`src/rtl/instruction_split_queue.sv`:
```
// instruction_split_queue
//   Small FIFO that splits each accepted instruction word into four
//   MSB-first fields (opcode, writeReg, readReg1, readReg2). The split
//   happens at enqueue time, so the head entry's outputs come straight from
//   registered state.
//
// Ports
//   CLK, RESET (async, active high), FLUSH (sync clear, beats push/pop)
//   in_instr/in_valid/in_ready    : enqueue side, push on in_valid && in_ready
//   out_valid/out_ready           : dequeue side, pop on out_valid && out_ready
//   opcode/writeReg/readReg1/readReg2 : head entry fields (0 when empty)
//   immediate : readReg2 sign- or zero-extended to IMM_W (0 when empty)
//   illegal   : head opcode >= NUM_OPCODES (0 when empty)
//   count     : number of queued entries
module instruction_split_queue #(
  parameter int INSTR_W     = 32,
  parameter int FIELD_W     = INSTR_W / 4,
  parameter int DEPTH       = 4,
  parameter int IMM_W       = 32,
  parameter int SIGN_EXT    = 1,
  parameter int NUM_OPCODES = 12
) (
  input  logic                       CLK,
  input  logic                       RESET,
  input  logic                       FLUSH,
  input  logic [INSTR_W-1:0]         in_instr,
  input  logic                       in_valid,
  output logic                       in_ready,
  output logic                       out_valid,
  input  logic                       out_ready,
  output logic [FIELD_W-1:0]         opcode,
  output logic [FIELD_W-1:0]         writeReg,
  output logic [FIELD_W-1:0]         readReg1,
  output logic [FIELD_W-1:0]         readReg2,
  output logic [IMM_W-1:0]           immediate,
  output logic                       illegal,
  output logic [$clog2(DEPTH):0]     count
);

  localparam int PTR_W = $clog2(DEPTH);
  localparam int CNT_W = PTR_W + 1;
  // One extra bit so every possible opcode value, and NUM_OPCODES itself,
  // compares without truncation.
  localparam logic [FIELD_W:0] NUM_OPC = (FIELD_W + 1)'(NUM_OPCODES);

  typedef struct packed {
    logic               ill;
    logic [FIELD_W-1:0] op;
    logic [FIELD_W-1:0] wr;
    logic [FIELD_W-1:0] r1;
    logic [FIELD_W-1:0] r2;
  } entry_t;

  entry_t             mem_q [DEPTH];
  entry_t             in_entry, head;
  logic [PTR_W-1:0]   wr_ptr_q, wr_ptr_d, rd_ptr_q, rd_ptr_d;
  logic [CNT_W-1:0]   count_q, count_d;
  logic               push, pop;
  logic [IMM_W-1:0]   imm_raw;

  // Split (and legality decode) at enqueue so the head needs no decode logic.
  always_comb begin
    in_entry     = '0;
    in_entry.op  = in_instr[INSTR_W-1 -: FIELD_W];
    in_entry.wr  = in_instr[INSTR_W-1-FIELD_W -: FIELD_W];
    in_entry.r1  = in_instr[INSTR_W-1-2*FIELD_W -: FIELD_W];
    in_entry.r2  = in_instr[FIELD_W-1:0];
    in_entry.ill = ({1'b0, in_entry.op} >= NUM_OPC);
  end

  assign in_ready  = (count_q < CNT_W'(DEPTH));
  assign out_valid = (count_q != '0);
  assign push      = in_valid && in_ready;
  assign pop       = out_valid && out_ready;

  always_comb begin
    wr_ptr_d = wr_ptr_q;
    rd_ptr_d = rd_ptr_q;
    count_d  = count_q;
    if (FLUSH) begin
      wr_ptr_d = '0;
      rd_ptr_d = '0;
      count_d  = '0;
    end else begin
      // Pointers are PTR_W bits wide with DEPTH a power of two, so the
      // increment wraps modulo DEPTH on its own.
      if (push) wr_ptr_d = wr_ptr_q + PTR_W'(1);
      if (pop)  rd_ptr_d = rd_ptr_q + PTR_W'(1);
      case ({push, pop})
        2'b10:   count_d = count_q + CNT_W'(1);
        2'b01:   count_d = count_q - CNT_W'(1);
        default: count_d = count_q;
      endcase
    end
  end

  always_ff @(posedge CLK or posedge RESET) begin
    if (RESET) begin
      wr_ptr_q <= '0;
      rd_ptr_q <= '0;
      count_q  <= '0;
    end else begin
      wr_ptr_q <= wr_ptr_d;
      rd_ptr_q <= rd_ptr_d;
      count_q  <= count_d;
    end
  end

  // Storage needs no reset: entries are only visible while count_q covers
  // them, and count_q clears asynchronously.
  always_ff @(posedge CLK) begin
    if (push && !FLUSH) mem_q[wr_ptr_q] <= in_entry;
  end

  assign head = mem_q[rd_ptr_q];

  generate
    if (IMM_W > FIELD_W) begin : g_ext
      logic ext_bit;
      assign ext_bit = (SIGN_EXT != 0) && head.r2[FIELD_W-1];
      assign imm_raw = {{(IMM_W-FIELD_W){ext_bit}}, head.r2};
    end else begin : g_noext
      assign imm_raw = head.r2;
    end
  endgenerate

  // Gate on out_valid so an empty queue (including during RESET) shows zeros.
  assign opcode    = out_valid ? head.op : '0;
  assign writeReg  = out_valid ? head.wr : '0;
  assign readReg1  = out_valid ? head.r1 : '0;
  assign readReg2  = out_valid ? head.r2 : '0;
  assign immediate = out_valid ? imm_raw : '0;
  assign illegal   = out_valid && head.ill;
  assign count     = count_q;

endmodule

```
`config.mk`:
```
export PLATFORM = sky130hd
export DESIGN_NAME = instruction_split_queue
export DESIGN_NICKNAME = d
export VERILOG_FILES = /design/src/rtl/instruction_split_queue.sv
export SDC_FILE = /design/constraint.sdc
export NUM_CORES = 1
export LEC_CHECK = 0
export ABC_AREA = 1
export CAP_MARGIN = 30
export CORE_UTILIZATION = 52
export DETAILED_ROUTE_END_ITERATION = 7
export GPL_TIMING_DRIVEN = 0
export PLACE_DENSITY = 0.87
export SYNTH_ARGS = -nofsm -noshare
export SYNTH_HDL_FRONTEND = slang
export SYNTH_SLANG_ARGS = --single-unit
```
`constraint.sdc`:
```
create_clock -name CLK -period 2.8 [get_ports CLK]
set_input_delay 0.28 -clock CLK [delete_from_list [all_inputs] [get_ports CLK]]
set_output_delay 0.28 -clock CLK [all_outputs]
set_load 0.03 [all_outputs]
```
* Yosys cells after proc, flatten, opt, wreduce, memory -nomap -nowiden
Memory sizes are Yosys's and may differ from the RTL's.
Index checks and enable logic that the tools add are counted.
** Operators by class
- Multiplexer cells :: 13
- Reduce and logical (&&, ||, !) cells :: 9
- $add $sub $neg :: 4
- Eq/ne operators :: 2
- Magnitude comparators :: 2
** Operator list (count)
- 32-bit two-way mux :: 1
- 8-bit two-way mux :: 4
- 8-bit by 4-bit >= comparator with 1-bit output, second input constant :: 1
- 2-bit two-way mux :: 4
- 3-bit case mux with 2 select lines :: 1
- 3-bit nonzero test :: 2
- 2-bit by 1-bit adder with 2-bit output, second input constant :: 2
- 1-bit logical AND :: 4
- 2-bit nonzero test :: 2
- 3-bit by 1-bit adder with 3-bit output, second input constant :: 1
- 3-bit < comparator, second input constant :: 1
- 3-bit two-way mux :: 1
- 3-bit by 1-bit subtractor with 3-bit output, second input constant :: 1
- 2-bit by 1-bit == test with 1-bit output, second input constant :: 1
- 2-bit == test, second input constant :: 1
- 1-bit two-way mux :: 2
- 1-bit zero test :: 1
** Storage, ports and cells
- Output and inout port bits :: 70
- Flip-flop bits (word level) :: 7
- RAM bits :: 132
- Memories kept :: 1
** Memories
- mem_q :: words 4, width 33, read ports 1, clocked after Yosys merged registers in 0, write ports 1, RTL line 54 : entry_t mem_q [DEPTH];

* Longest topological paths before layout
- Depth in word-level cells :: 5
- Gate-level depth with buffers :: 10

* Worst setup path before layout
No wires, ideal clock.
- Kind :: register -> output
- From :: reg count_q[2], in the netlist count[2]
- To :: out immediate[10]
- Data arrival time :: 2928 ps
- Buffers on the path :: 2
- Path slack :: -408 ps
- Stages on the path, launching flop included :: 7
- Cell sequence :: dfrtp_1 inv_2 nand3_4 inv_1 buf_2 a21oi_1 buf_4
** On the way
- Cells in the longest elaborated chain, start to end :: 2
** RTL lines
- start, declared :: RTL line 57 : logic [CNT_W-1:0] count_q, count_d;
- start signal, assigned :: RTL line 105 : count_q <= count_d;
- 3-bit nonzero test :: RTL line 72 : assign out_valid = (count_q != '0);
- named net out_valid :: RTL line 29 : output logic out_valid,
- 32-bit two-way mux :: RTL line 132 : assign immediate = out_valid ? imm_raw : '0;
- end, declared :: RTL line 35 : output logic [IMM_W-1:0] immediate,
The timed path passes the listed nets, and every way through them passes these cells.

* Final worst setup path
- From :: reg count_q[1], in the netlist count[1]
- To :: out readReg2[5]
** On the way
- Cells in the longest elaborated chain, start to end :: 2
** RTL lines
- 3-bit nonzero test :: RTL line 72
- 8-bit two-way mux :: RTL line 131 : assign readReg2 = out_valid ? head.r2 : '0;
- end, declared :: RTL line 34 : output logic [FIELD_W-1:0] readReg2,
Every way passes these cells.

==> out/results.tsv <==
stage	metric	value	unit
power_and_ir_drop	p_leak	3.09	nW
logic_synthesis	synth.avg_cell_area	12.0	sq um
clock_tree	cts_max_level	4	
global_route	grt_pass1_vias	4024	
detailed_routing	vias	4119	
clock_tree	clockRootBuffer	clkbuf_16	
final_layout	drive_gt1_share	16.2	%
setup_path	r2r_setup_slack	0.76	ns
power_and_ir_drop	p_int	5.16	mW
global_route	grt_pass1_wl	20500	microns
sta	hold_viol_final	0	
clock_tree	cts_buffers	17	
die	die-width	109	microns
logic_synthesis	yosysTopAreaCellShare	67.0	%
detailed_routing	dr.pass1.iters	5	
logic_synthesis	yosysUniqueCellTypes	27	
detailed_routing	vias_per_cell	5.30	
die	placementRows	38	
die	core	10900	sq um
sta	setup_viol	0	
sta	slew-limit-headroom	56.6	%
setup_path	crit_arrival	2.43	ns
detailed_routing	wire_per_inst	17.2	microns
logic_synthesis	yosys-top-cells-count	nor2_1, edfxtp_1, buf_4	
power_and_ir_drop	pwr-share-seq	29.5	%
global_route	overflow	0	
sta	worst_clock_skew	0.00685	ns
clock_tree	path_clk_slew	0.06	ns
placement	gp_congestion	0.769	
logic_synthesis	yosysMostFrequentCell	nor2_1	
placement	dp_slack	-0.212	ns
die	start_util	54.1	%
placement	io_buffers	106	
power_and_ir_drop	ir_worst_vdd	0.708	mV
setup_path	critical_path.max_fanout	11	
setup_path	critPathLaunchType	register	
power_and_ir_drop	pwr_density_cell	1050	nW/um^2
power_and_ir_drop	sw_frac_of_total	37.4	%
die	io-pin-count	107	
logic_synthesis	synth_edf_count	132	
logic_synthesis	seq_area_frac_synth	70.0	%
sta	slew_violations	0	
power_and_ir_drop	power_frac_clock	24.9	%
detailed_routing	drt_drc_violations_left	0	
global_route	grt_max_degree	25	
clock_tree	tritoncts	yes	
sta	min_period	2.71	ns
sta	fmaxAchievable	0.370	GHz
sta	worst_slew_pin_slew	0.650	ns
sta	worst_slack	0.0937	ns
detailed_routing	routed_wl	13400	microns
logic_synthesis	synth.area.top_cells	edfxtp_1, nor2_1, buf_4	
clock_tree	clk_latency	0.41	ns
placement	hpwlAfterDp	8200	microns
logic_synthesis	yosysTopAreaCell	edfxtp_1	
global_route	antenna_found_initial	0	
die	dieArea	11800	sq um
logic_synthesis	synth_fp_nets	533	
sta	grt_setup_unrepaired	false	
logic_synthesis	synth_flop_cell	edfxtp_1	
worst_hold_path	holdCritPathClass	in -> async	
global_route	grt_use_total	24.1	%
clock_tree	clock_path_buffers	2	
sta	period_share	96.7	%
clock_tree	clkSinkCount	139	
setup_path	criticalPathCategory	reg -> out	
logic_synthesis	async_flop_share	5.04	%
final_layout	antenna_cells	0	
run	max_cap_violations	0	
logic_synthesis	synth_warnings	0	
power_and_ir_drop	p_comb_share	45.6	%
power_and_ir_drop	switchingPower	3.08	mW
logic_synthesis	synth-seq-cells	139	
final_layout	final_nets	667	
detailed_routing	ant_nets	0	
die	die_y	109	microns
final_layout	syn2layout_area_growth	33.2	%
setup_path	cp.required	2.52	ns
detailed_routing	drt_iter0_drc	335	
sta	setup_tns	0	ns
setup_path	worstSetupEndpointType	primary output	
logic_synthesis	syn_inst	491	
run_status	status	finished, final reports clean	
logic_synthesis	syn_area	5910	sq um
-- cell usage in the layout, fill, tap and decap left out, types with 2 or more instances in the layout --
master,n
nor2_1,136
edfxtp_1,132
clkdlybuf4s50_1,74
buf_4,41
o21ai_0,36
a21oi_1,33
o21ai_1,31
dlygate4sd2_1,25
clkbuf_16,17
nand2_1,16
inv_1,14
buf_2,8
dfrtp_1,7
dlymetal6s2s_1,7
clkinv_1,6
inv_2,4
nand3_1,4
buf_12,4
nor2_4,4
ha_1,4
buf_6,3
buf_8,3
clkbuf_2,3
clkinv_2,3
nor2_2,2
a21oi_4,2
clkbuf_1,2
bufinv_16,2
buf_16,2
-- cell families (layout without fill, tap and decap cells) --
group | Yosys count | in the layout | synth area share, %
AND/OR/NAND/NOR | 168 | 168 | 11.3
flip-flops | 139 | 139 | 70.0
adder cells (fa/ha/maj) | 5 | 5 | 1.18
XOR/XNOR | 1 | 1 | 0.148
buffers and inverters | 75 | 220 | 8.65
AO/OA/AOI/OAI | 103 | 104 | 8.76
-- worst max-delay path, stage by stage (launching register included) --
cell and delay, ns:
dfrtp_1 0.42, inv_1 0.11, nand3_4 0.12, inv_1 0.13
clkbuf_4 0.24, a21oi_1 0.21, buf_4 0.14, clkdlybuf4s50_1 0.65
-- final timing paths --
kind,start,cells past startpoint,endpoint
max,count[1]$_DFFE_PP0P_,7,readReg2[5]
min,RESET,2,rd_ptr_q[1]$_DFFE_PP0P_
max reg2reg,count[2]$_DFFE_PP0P_,4,mem_q[3][22]$_DFFE_PP_
min reg2reg,wr_ptr_q[0]$_DFFE_PP0P_,1,wr_ptr_q[0]$_DFFE_PP0P_
max in group asynchronous,RESET,2,rd_ptr_q[0]$_DFFE_PP0P_
min in group CLK,in_instr[14],1,mem_q[2][14]$_DFFE_PP_
-- cell type report --
cell class,instances,area (sq um)
Sequential cell,139,4140
Fill cell,745,3060
Multi-Input combinational cell,278,1320
Timing Repair Buffer,114,1180
Buffer,57,447
Clock buffer,19,433
Tap cell,140,175
Clock inverter,12,106
Inverter,18,67.6
-- state kept, by name, summed over array words and instances, names as in the netlist --
name	cells
count	3
rd_ptr_q	2
wr_ptr_q	2
mem_q	132
-- repair_timing --
item / 4_1_cts / 5_1_grt
resized for setup: 29 / 8
hold buffers: 0 / 0
pin swaps: 2 / 0
gates cloned: 1 / 0
setup endpoints to repair: 26 / 8
buffers inserted: 4 / 0
-- routing by layer --
metal	GRT usage, %	routed length, microns
met5	0	0
met4	8.20	100
met3	6.69	953
met2	42.5	7100
met1	28.5	5240
-- power by group through the flow --
stage	Sequential [mW]	Clock (mW)	Combinational, mW
final	2.43	2.05	3.75
after global routing	2.44	2.16	3.98
after CTS	2.43	2.07	3.77
after detailed placement	2.47	0	3.79
after global placement	2.47	0	3.69
after floorplan	2.49	0	2.33
-- metrics by stage --
step	instances	cell area [sq um]	utilization (%)	hold slack, ns	power, mW
after floorplan	491	5920	-	0.0834	4.82
after global placement	737	7150	65.4	0.508	6.16
after detailed placement	741	7280	66.6	0.545	6.26
after CTS	777	7860	71.8	0.0986	8.27
after global routing	777	7880	72.0	0.132	8.58
final	777	7880	72.0	0.0976	8.24
(Power assumes the default switching activity.)
